`config.mk`:
```
export PLATFORM = sky130hd
export DESIGN_NAME = io_trace_recorder
export DESIGN_NICKNAME = d
export VERILOG_FILES = /design/src/rtl/io_trace_recorder_pkg.sv /design/src/rtl/recorder_fifo.sv /design/src/rtl/io_trace_recorder.sv
export SDC_FILE = /design/constraint.sdc
export NUM_CORES = 2
export LEC_CHECK = 0
export ABC_AREA = 1
export ABC_CLOCK_PERIOD_IN_PS = 7000
export CORE_ASPECT_RATIO = 1.2
export CORE_MARGIN = 2
export CORE_UTILIZATION = 45
export DETAILED_ROUTE_END_ITERATION = 16
export GPL_TIMING_DRIVEN = 0
export HOLD_SLACK_MARGIN = 0.1
export SLEW_MARGIN = 15
export SYNTH_ARGS = -nofsm -noshare
export SYNTH_HDL_FRONTEND = slang
export SYNTH_SLANG_ARGS = --single-unit
```
`constraint.sdc`:
```
create_clock -name clock -period 7 [get_ports clock]
set_clock_uncertainty 0.15 [all_clocks]
set_input_delay 1.05 -clock clock [delete_from_list [all_inputs] [get_ports clock]]
set_output_delay 1.05 -clock clock [all_outputs]
set_load 0.01 [all_outputs]
```
`src/rtl/io_trace_recorder_pkg.sv`:
```
// Shared types for the trace recorder: FSM states, record kinds, record width.
package io_trace_recorder_pkg;

  typedef enum logic [1:0] {
    IDLE   = 2'd0,
    ARMED  = 2'd1,
    RECORD = 2'd2,
    DONE   = 2'd3
  } state_e;

  localparam logic KIND_DATA = 1'b0;
  localparam logic KIND_EXIT = 1'b1;

  function automatic int rec_width(input int cyc_w, input int sig_w);
    return 1 + cyc_w + sig_w;
  endfunction

endpackage

```
`src/rtl/recorder_fifo.sv`:
```
// Show-ahead ring FIFO with registered head data and an occupancy count.
// Latency: a push into an empty FIFO is visible on rdata/count after one edge.
// Backpressure: pushes while full are discarded; pops while empty are ignored.
module recorder_fifo #(
  parameter int W     = 97,
  parameter int DEPTH = 16
) (
  input  logic                     clock,
  input  logic                     reset,
  input  logic                     push,
  input  logic [W-1:0]             wdata,
  input  logic                     pop,
  output logic [W-1:0]             rdata,
  output logic [$clog2(DEPTH):0]   count
);

  localparam int AW = $clog2(DEPTH);
  localparam logic [AW:0] FULL = (AW+1)'(DEPTH);

  logic [W-1:0]  mem [DEPTH];
  logic [AW-1:0] wr_ptr, rd_ptr, rd_ptr_nxt;
  logic [AW:0]   count_nxt;
  logic          do_push, do_pop;

  always_comb begin
    do_pop     = pop && (count != '0);
    do_push    = push && ((count != FULL) || do_pop);
    rd_ptr_nxt = do_pop ? rd_ptr + AW'(1) : rd_ptr;
    count_nxt  = count;
    if (do_push && !do_pop)
      count_nxt = count + (AW+1)'(1);
    else if (!do_push && do_pop)
      count_nxt = count - (AW+1)'(1);
  end

  always_ff @(posedge clock) begin
    if (do_push)
      mem[wr_ptr] <= wdata;
  end

  always_ff @(posedge clock) begin
    if (reset) begin
      wr_ptr <= '0;
      rd_ptr <= '0;
      count  <= '0;
      rdata  <= '0;
    end else begin
      if (do_push)
        wr_ptr <= wr_ptr + AW'(1);
      rd_ptr <= rd_ptr_nxt;
      count  <= count_nxt;
      // Bypass the incoming word when it becomes the new head; hold when empty.
      if (count_nxt != '0)
        rdata <= (do_push && (wr_ptr == rd_ptr_nxt)) ? wdata : mem[rd_ptr_nxt];
    end
  end

endmodule

```
`src/rtl/io_trace_recorder.sv`:
```
// Captures timestamped sig_in snapshots (plus an exit marker) over an armed cycle window into a FIFO.
// Latency: a captured record reaches rec_valid/rec_data one edge later; IO_TRACE_RECORDER_DELTA_EN drops repeats.
// Backpressure: rec_ready drains the FIFO; data is dropped (sticky overflow) above DEPTH-1, exit always fits.
module io_trace_recorder
  import io_trace_recorder_pkg::*;
#(
  parameter int SIG_W = 64,
  parameter int DEPTH = 16,
  parameter int CYC_W = 32
) (
  input  logic                                 clock,
  input  logic                                 reset,
  input  logic                                 tgt_fire,
  input  logic [SIG_W-1:0]                     sig_in,
  input  logic                                 exit,
  input  logic [31:0]                          exitcode,
  input  logic                                 arm,
  input  logic [CYC_W-1:0]                     start_cycle,
  input  logic [CYC_W-1:0]                     stop_cycle,
  output logic                                 rec_valid,
  input  logic                                 rec_ready,
  output logic [rec_width(CYC_W, SIG_W)-1:0]   rec_data,
  output logic                                 overflow,
  output logic [$clog2(DEPTH):0]               count,
  output logic [1:0]                           state
);

  localparam int REC_W = rec_width(CYC_W, SIG_W);
  localparam int CW    = $clog2(DEPTH) + 1;
  localparam logic [CW-1:0] FULL     = CW'(DEPTH);
  localparam logic [CW-1:0] DATA_LIM = CW'(DEPTH - 1);

  state_e           st;
  logic [CYC_W-1:0] cycle, start_q, stop_q;
  logic             cap, at_stop, keep, want_data, data_room, is_exit, push, pop;
  logic [REC_W-1:0] wdata;

`ifdef IO_TRACE_RECORDER_DELTA_EN
  logic [SIG_W-1:0] last_sig;
`endif

  always_comb begin
    cap       = tgt_fire && (((st == ARMED) && (cycle >= start_q)) || (st == RECORD));
    at_stop   = (st == ARMED) ? (cycle >= stop_q) : (cycle == stop_q);
`ifdef IO_TRACE_RECORDER_DELTA_EN
    // Trigger and stop-cycle records are unconditional; only mid-window repeats are suppressed.
    keep      = (st != RECORD) || at_stop || (sig_in != last_sig);
`else
    keep      = 1'b1;
`endif
    is_exit   = cap && exit;
    want_data = cap && !exit && keep;
    data_room = count < DATA_LIM;
    push      = is_exit ? (count != FULL) : (want_data && data_room);
    wdata     = is_exit ? {KIND_EXIT, cycle, SIG_W'(exitcode)} : {KIND_DATA, cycle, sig_in};
    rec_valid = count != '0;
    pop       = rec_valid && rec_ready;
    state     = st;
  end

  always_ff @(posedge clock) begin
    if (reset) begin
      st       <= IDLE;
      cycle    <= '0;
      start_q  <= '0;
      stop_q   <= '0;
      overflow <= 1'b0;
    end else begin
      if (tgt_fire)
        cycle <= cycle + CYC_W'(1);
      if (want_data && !data_room)
        overflow <= 1'b1;
      case (st)
        IDLE, DONE: begin
          if (arm && ((st == IDLE) || (count == '0))) begin
            start_q  <= start_cycle;
            stop_q   <= stop_cycle;
            overflow <= 1'b0;
            st       <= ARMED;
          end
        end
        ARMED, RECORD: begin
          if (cap)
            st <= (exit || at_stop) ? DONE : RECORD;
        end
        default: st <= IDLE;
      endcase
    end
  end

`ifdef IO_TRACE_RECORDER_DELTA_EN
  always_ff @(posedge clock) begin
    if (reset)
      last_sig <= '0;
    else if (push && !is_exit)
      last_sig <= sig_in;
  end
`endif

  recorder_fifo #(
    .W     (REC_W),
    .DEPTH (DEPTH)
  ) u_fifo (
    .clock (clock),
    .reset (reset),
    .push  (push),
    .wdata (wdata),
    .pop   (pop),
    .rdata (rec_data),
    .count (count)
  );

endmodule
```
; After elaboration in Yosys (flattened, before gate mapping)
; Memories as Yosys holds them, arrays and structs flattened. A register that Yosys moved wholly into a read port is not among the register bits.
; Index checks and enable logic that the tools add are counted.
[word_totals]
reg_bits = 112
latchBits = 0
ramBits = 1552
rom_bits = 0
output_inout_bits = 106
n_memories = 1
[mem_list]
columns = name, depth, width, rd, rd_ports_with_merged_regs, write_ports, line_no
row1 = u_fifo.mem, 16, 97, 1, 1, 1, recorder_fifo.sv:20  ; logic [W-1:0] mem [DEPTH];
[op_classes]
addsub = 5
mul = 0
div_mod_pow = 0
magnitude_cmp = 3
eq_ne = 7
shift = 0
muxes = 15
bitwise = 0
n_reduce_logical = 28
[ops]
columns = cell, n
row1 = 97-bit 2-to-1 mux, 1
row2 = 32-bit >= comparator, 2
row3 = "32-bit by 1-bit adder with 32-bit output, second input constant", 1
row4 = 32-bit == test, 1
row5 = 1-bit logical AND, 12
row6 = 5-bit 2-to-1 mux, 2
row7 = 5-bit nonzero test, 2
row8 = "4-bit by 1-bit adder with 4-bit output, second input constant", 2
row9 = 1-bit 2-to-1 mux, 8
row10 = "5-bit by 1-bit adder with 5-bit output, second input constant", 1
row11 = 5-bit logical NOT, 1
row12 = "5-bit by 4-bit less-than comparator with 1-bit output, second input constant", 1
row13 = "5-bit inequality test, second input constant", 1
row14 = "5-bit by 1-bit subtractor with 5-bit output, second input constant", 1
row15 = "2-bit == test, second input constant", 2
row16 = 1-bit logical NOT, 4
row17 = 1-bit logical OR, 4
row18 = 2-bit 2-to-1 mux, 2
row19 = 4-bit 2-to-1 mux, 1
row20 = "2-bit inequality test, second input constant", 2
row21 = 2-bit one-hot mux with 2 select lines, 1
row22 = 2-bit AND reduction, 2
row23 = 2-bit OR reduction, 2
row24 = "2-bit by 1-bit == test with 1-bit output, second input constant", 1
row25 = 2-bit logical NOT, 1

; Longest topological paths before layout
[depth]
ltp_word = 13
depth_mapped = 29
ltp_nobuf = 27

; Cells and area by module
; Synthesis repeated with hierarchy kept, for this count alone.
[unflattened]
cells_unflattened = 7771
hier_area_um2 = 77663.2
[modules_own_cells]
columns = module, instances, cells_each, area_per_inst_um2, seq_area_each_um2
row1 = recorder_fifo, 1, 6863, 71493.6, 48806.8
row2 = io_trace_recorder, 1, 908, 6169.7, 1981.9

; Worst setup path before layout
; No wires, ideal clock.
[synth_timing]
kind = register -> register
start = register cycle[0]
end = memory u_fifo.mem[11][0] (enable)
setup_ns = 0.554
t_arrival_ns = 6.290
setup_slack_ns = 0.006
path_stages_with_launch = 18
path_buffers = 1
synth_period_minus_slack_ns = 6.994
cell_sequence = dfxtp_1 inv_1 ha_1 nand4_1 nor2_1 nor2_1 nand2_1 nand2_1 nand2_1 nand2_1 nand2_1 nand2_1 nand2_2 nand4_2 nand2_2 clkbuf_1 nand2_1 nor2_1
[synth_between]
elab_chain_len = 10
elab_cells_between_ends = 11
[synth_lines]
columns = element, line_no
row1 = from (decl), io_trace_recorder.sv:34  ; logic [CYC_W-1:0] cycle, start_q, stop_q;
row2 = from (signal assigned), io_trace_recorder.sv:70  ; cycle <= cycle + CYC_W'(1);
row3 = 32-bit >= comparator (*), io_trace_recorder.sv:43  ; cap = tgt_fire && (((st == ARMED) && (cycle >= start_q)) || (st == RECORD));
row4 = 1-bit logical AND (*), io_trace_recorder.sv:43
row5 = 1-bit logical OR (*), io_trace_recorder.sv:43
row6 = 1-bit logical AND (*), io_trace_recorder.sv:43
row7 = 1-bit logical AND, io_trace_recorder.sv:52  ; want_data = cap && !exit && keep;
row8 = 1-bit logical AND, io_trace_recorder.sv:54  ; push = is_exit ? (count != FULL) : (want_data && data_room);
row9 = 1-bit 2-to-1 mux (*), io_trace_recorder.sv:54
row10 = 1-bit logical AND (*), recorder_fifo.sv:27  ; do_push = push && ((count != FULL) || do_pop);
row11 = 1-bit 2-to-1 mux (*), recorder_fifo.sv:37  ; if (do_push)
row12 = 1-bit 2-to-1 mux (implied by the code) (*), recorder_fifo.sv:38  ; mem[wr_ptr] <= wdata;
row13 = to (decl), recorder_fifo.sv:20
; Mark *: on every way between the ends. The rest lies on a longest branch, timed or not.

; Final worst setup path
[layout_timing]
start = register cycle[0]
end = register u_fifo.rdata[53], read port of u_fifo.mem
[layout_between]
elab_chain_len = 13
elab_cells_between_ends = 15
[layout_lines]
columns = element, line_no
row1 = 32-bit >= comparator (*), io_trace_recorder.sv:43
row2 = 1-bit logical AND (*), io_trace_recorder.sv:43
row3 = 1-bit logical OR (*), io_trace_recorder.sv:43
row4 = 1-bit logical AND (*), io_trace_recorder.sv:43
row5 = 1-bit logical AND, io_trace_recorder.sv:52
row6 = 1-bit logical AND, io_trace_recorder.sv:54
row7 = 1-bit 2-to-1 mux (*), io_trace_recorder.sv:54
row8 = 1-bit logical AND (*), recorder_fifo.sv:27
row9 = 1-bit logical NOT, recorder_fifo.sv:32  ; else if (!do_push && do_pop)
row10 = 1-bit logical AND, recorder_fifo.sv:32
row11 = 5-bit 2-to-1 mux, recorder_fifo.sv:32
row12 = 5-bit 2-to-1 mux (*), recorder_fifo.sv:30  ; if (do_push && !do_pop)
row13 = 5-bit nonzero test (*), recorder_fifo.sv:53  ; if (count_nxt != '0)
row14 = to (decl), recorder_fifo.sv:13  ; output logic [W-1:0] rdata,
; Marked as above.
; A chain may end at the register's enable or synchronous reset.

==> run_results.csv <==
group,metric,value,unit
flow_run,maxCapViolCount,0,
clock_tree,post-cts-setup-buffer-count,0,
detailed_routing,dr.pass1.iters,6,
synth,synthesis.area,72000,um^2
layout,drive_gt1_share,8.27,%
synth,avgSynthCellArea,11.7,um^2
critical_path,crit_buf_inv,5,
critical_path,worstPathRequired,7.62,ns
clock_tree,htree_num_levels,4,
critical_path,r2r_start,"cycle[0]$_SDFFE_PP0P_",
layout,nets,6928,
clock_tree,cts.sinks,1761,
power,powerDensity,430,nW/um^2
critical_path,cp-start-kind,"flop",
sta,fmax,163,MHz
clock_tree,clk-insertion-delay-late,0.84,ns
grt,grt_max_degree,26,
place,port_buffers,270,
synth,yosysTopAreaCell,"edfxtp_1",
sta,finalCritPeriodShare,87.9,%
synth,syn-num-nets,6381,
power,power,36600,uW
sta,fin_setup_tns,0,ns
min_path,hold_start,"start_q[18]$_SDFFE_PP0P_",
synth,ys_ff_latch,1761,
run_status,status,"finished clean",
critical_path,crit_path_frequent_cell,"nand2_1",
grt,grt_pass1_vias,51500,
place,place_inst,8614,
place,place_congestion,0.902,
grt,grt_pass1_wl,362000,um
floorplanning,start_util,45.4,%
sta,finalSetupViolations,0,
critical_path,critPathArrivalTime,6.77,ns
grt,antenna_found_initial,17,
synth,synthCells,6140,
floorplanning,coreArea,159000,um^2
critical_path,path_delay_family,"buffers and inverters",
sta,hold_violations,0,
clock_tree,clockRootBuffer,"clkbuf_16",
detailed_routing,routed-via-count,53400,
synth,yosysSeqAreaShare,70.5,%
floorplanning,rows,160,
critical_path,max_stage_delay,0.98,ns
clock_tree,cts_resized,0,
layout,nFillCells,13400,
detailed_routing,drt_wl_total,258000,um
synth,synthArstFlopShare,0,%
critical_path,end_kind,"flop",
floorplanning,die_area,163000,um^2
layout,fin_cells,8940,
clock_tree,cts_buffers,177,
detailed_routing,drtIter0Drc,7231,
critical_path,worstSetupPathType,"reg -> reg",
power,ir_worst_vdd,0.000312,V
detailed_routing,viasPerCell,5.97,
detailed_routing,wl_per_cell,28.9,um
layout,area_delta_synth_final,18.3,%
critical_path,cp_max_fo,21,
synth,synth_cell_types,48,
sta,post-route-min-period,6.15,ns
min_path,hold_path.class,"reg -> reg",
synth,synth_top_area_share,64.7,%
critical_path,worstSetupStartpoint,"cycle[0]$_SDFFE_PP0P_",
synth,synth_edf_count,1552,
clock_tree,ctsHoldBuffers,0,
sta,tightest_slew,1.27,ns
critical_path,crit_chain,"inv_1, ha_1, nand4_1, nor2_1, nor2_1, nand2_1, nand2_1, nand2_1, nand2_1, nand2_1, nand2_1, nand2_2, nand2_1, nor2_2, buf_16, inv_1, clkbuf_1, clkbuf_1, nand2_1, o21ai_0, nor2_1, nor2_1",
synth,ys_top_cells_by_area,"edfxtp_1, o21ai_0, dfxtp_1, nor2_1, nand2_1",
detailed_routing,postRouteAntennaNets,0,
floorplanning,die_w,369,um
sta,rsz0062_at_grt,"no",
synth,yosys_warnings,0,
critical_path,slowest_stage,"o21ai_0",
floorplanning,num_io_pins,272,
clock_tree,cts_tree,"built",
grt,grtUsageTotal,31.0,%
power,p_leak,0.0291,uW
grt,gr-total-overflow,0,
place,dp_hpwl,181000,um
clock_tree,cts_buffer_depth,3,
floorplanning,die_h,442,um
detailed_routing,drcViolationCount,0,
clock_tree,clk_pin_slew,0.07,ns
sta,slew_headroom,15.4,%
synth,ys.flop_type,"edfxtp_1",
sta,slew_violations,0,
==> sequential cells by signal, indices dropped and copies added (netlist names) <==
name           cells
start_q           32
u_fifo.wr_ptr      4
u_fifo.rd_ptr      4
u_fifo.rdata      97
state              2
u_fifo.count       5
u_fifo.mem      1552
cycle             32
overflow           1
stop_q            32
==> metal layers <==
metal  wire length (um)  track usage, %
met3              26300            6.87
met1              93400            37.9
met5                 44               0
met2             123000            50.7
met4              15700            17.8
==> final timing paths <==
check / to / slack (ns) / depth (start not counted)
max: u_fifo.rdata[53]$_SDFFE_PP0P_ / 0.85 / 22
min: start_q[18]$_SDFFE_PP0P_ / 0.31 / 2
max reg2reg: u_fifo.rdata[53]$_SDFFE_PP0P_ / 0.85 / 22
min reg2reg: start_q[18]$_SDFFE_PP0P_ / 0.31 / 2
==> per-stage QoR <==
step	setup slack, ns	area, um^2	util [%]	hold WS [ns]
after CTS	1.01	85200	53.7	0.310
after floorplan	0.00637	72000	-	0.283
final	0.850	85200	53.7	0.305
after global routing	0.748	85200	53.7	0.329
after detailed placement	1.01	79700	50.2	0.301
after global placement	-7.07	77400	48.7	0.297
==> cells by family after synthesis <==
family          count (synthesis)  synth area share (%)
buf+inv                       719                  4.13
xor+xnor                        9                 0.172
compound gates               1698                  13.1
flops                        1761                  70.5
mux                            32                 0.516
simple gates                 1846                  10.3
fa+ha+maj                      75                  1.30
==> synth_stat cells (6+ instances only) <==
cell / count
a21oi_1: 147
buf_1: 27
buf_2: 122
buf_4: 9
buf_6: 12
clkbuf_1: 254
dfxtp_1: 209
edfxtp_1: 1552
ha_1: 75
inv_1: 286
inv_2: 7
mux2_2: 29
nand2_1: 507
nand3_1: 79
nand4_1: 99
nor2_1: 1114
nor3_1: 22
nor4_1: 9
o211ai_1: 49
o21ai_0: 1012
o21ai_1: 117
o221ai_1: 113
o22ai_1: 241
xor2_1: 6
==> worst min-delay path: cells and delay by family, from the launching register on <==
kind,cells,cell delay [ns]
DFF,1,0.30
AOI/OAI and AO/OA,1,0.05
buffers and inverters,1,0.06
==> layout make-up <==
class | instances | area, um^2 | area share (%)
Antenna cell | 6 | 15.0 | 0.0176
Clock buffer | 237 | 4790 | 5.62
Inverter | 295 | 1110 | 1.30
Tap cell | 2106 | 2640 | 3.09
Clock inverter | 83 | 692 | 0.812
Timing Repair Buffer | 368 | 4940 | 5.80
Buffer | 424 | 1880 | 2.21
Sequential cell | 1761 | 50800 | 59.6
Multi-Input combinational cell | 3660 | 18400 | 21.6
==> report_power, final <==
| group | internal, uW | switching [uW] | total (uW) |
|---|---|---|---|
| Sequential | 11700 | 242 | 12000 |
| Clock | 5130 | 4060 | 9190 |
| Combinational | 4180 | 11300 | 15500 |
==> cells in the final DEF (no fill, tap or decap), drive strengths merged, types with 2 or more instances in the layout <==
cell,Yosys,layout
edfxtp,1552,1552
o21ai,1130,1130
nor2,1117,1117
nand2,514,514
clkbuf,254,491
inv,293,301
clkdlybuf4s50,0,270
buf,170,268
o22ai,241,241
dfxtp,209,209
a21oi,148,148
o221ai,113,113
nand4,101,101
nand3,80,80
ha,75,75
clkinv,2,67
o211ai,49,49
mux2,32,32
nor3,23,23
nor4,9,9
bufinv,0,9
xor2,9,9
diode,0,6
a31oi,5,5
o21a,3,3
a211oi,3,3
o21bai,2,2
Note: power is estimated with default switching activity, not from simulation.
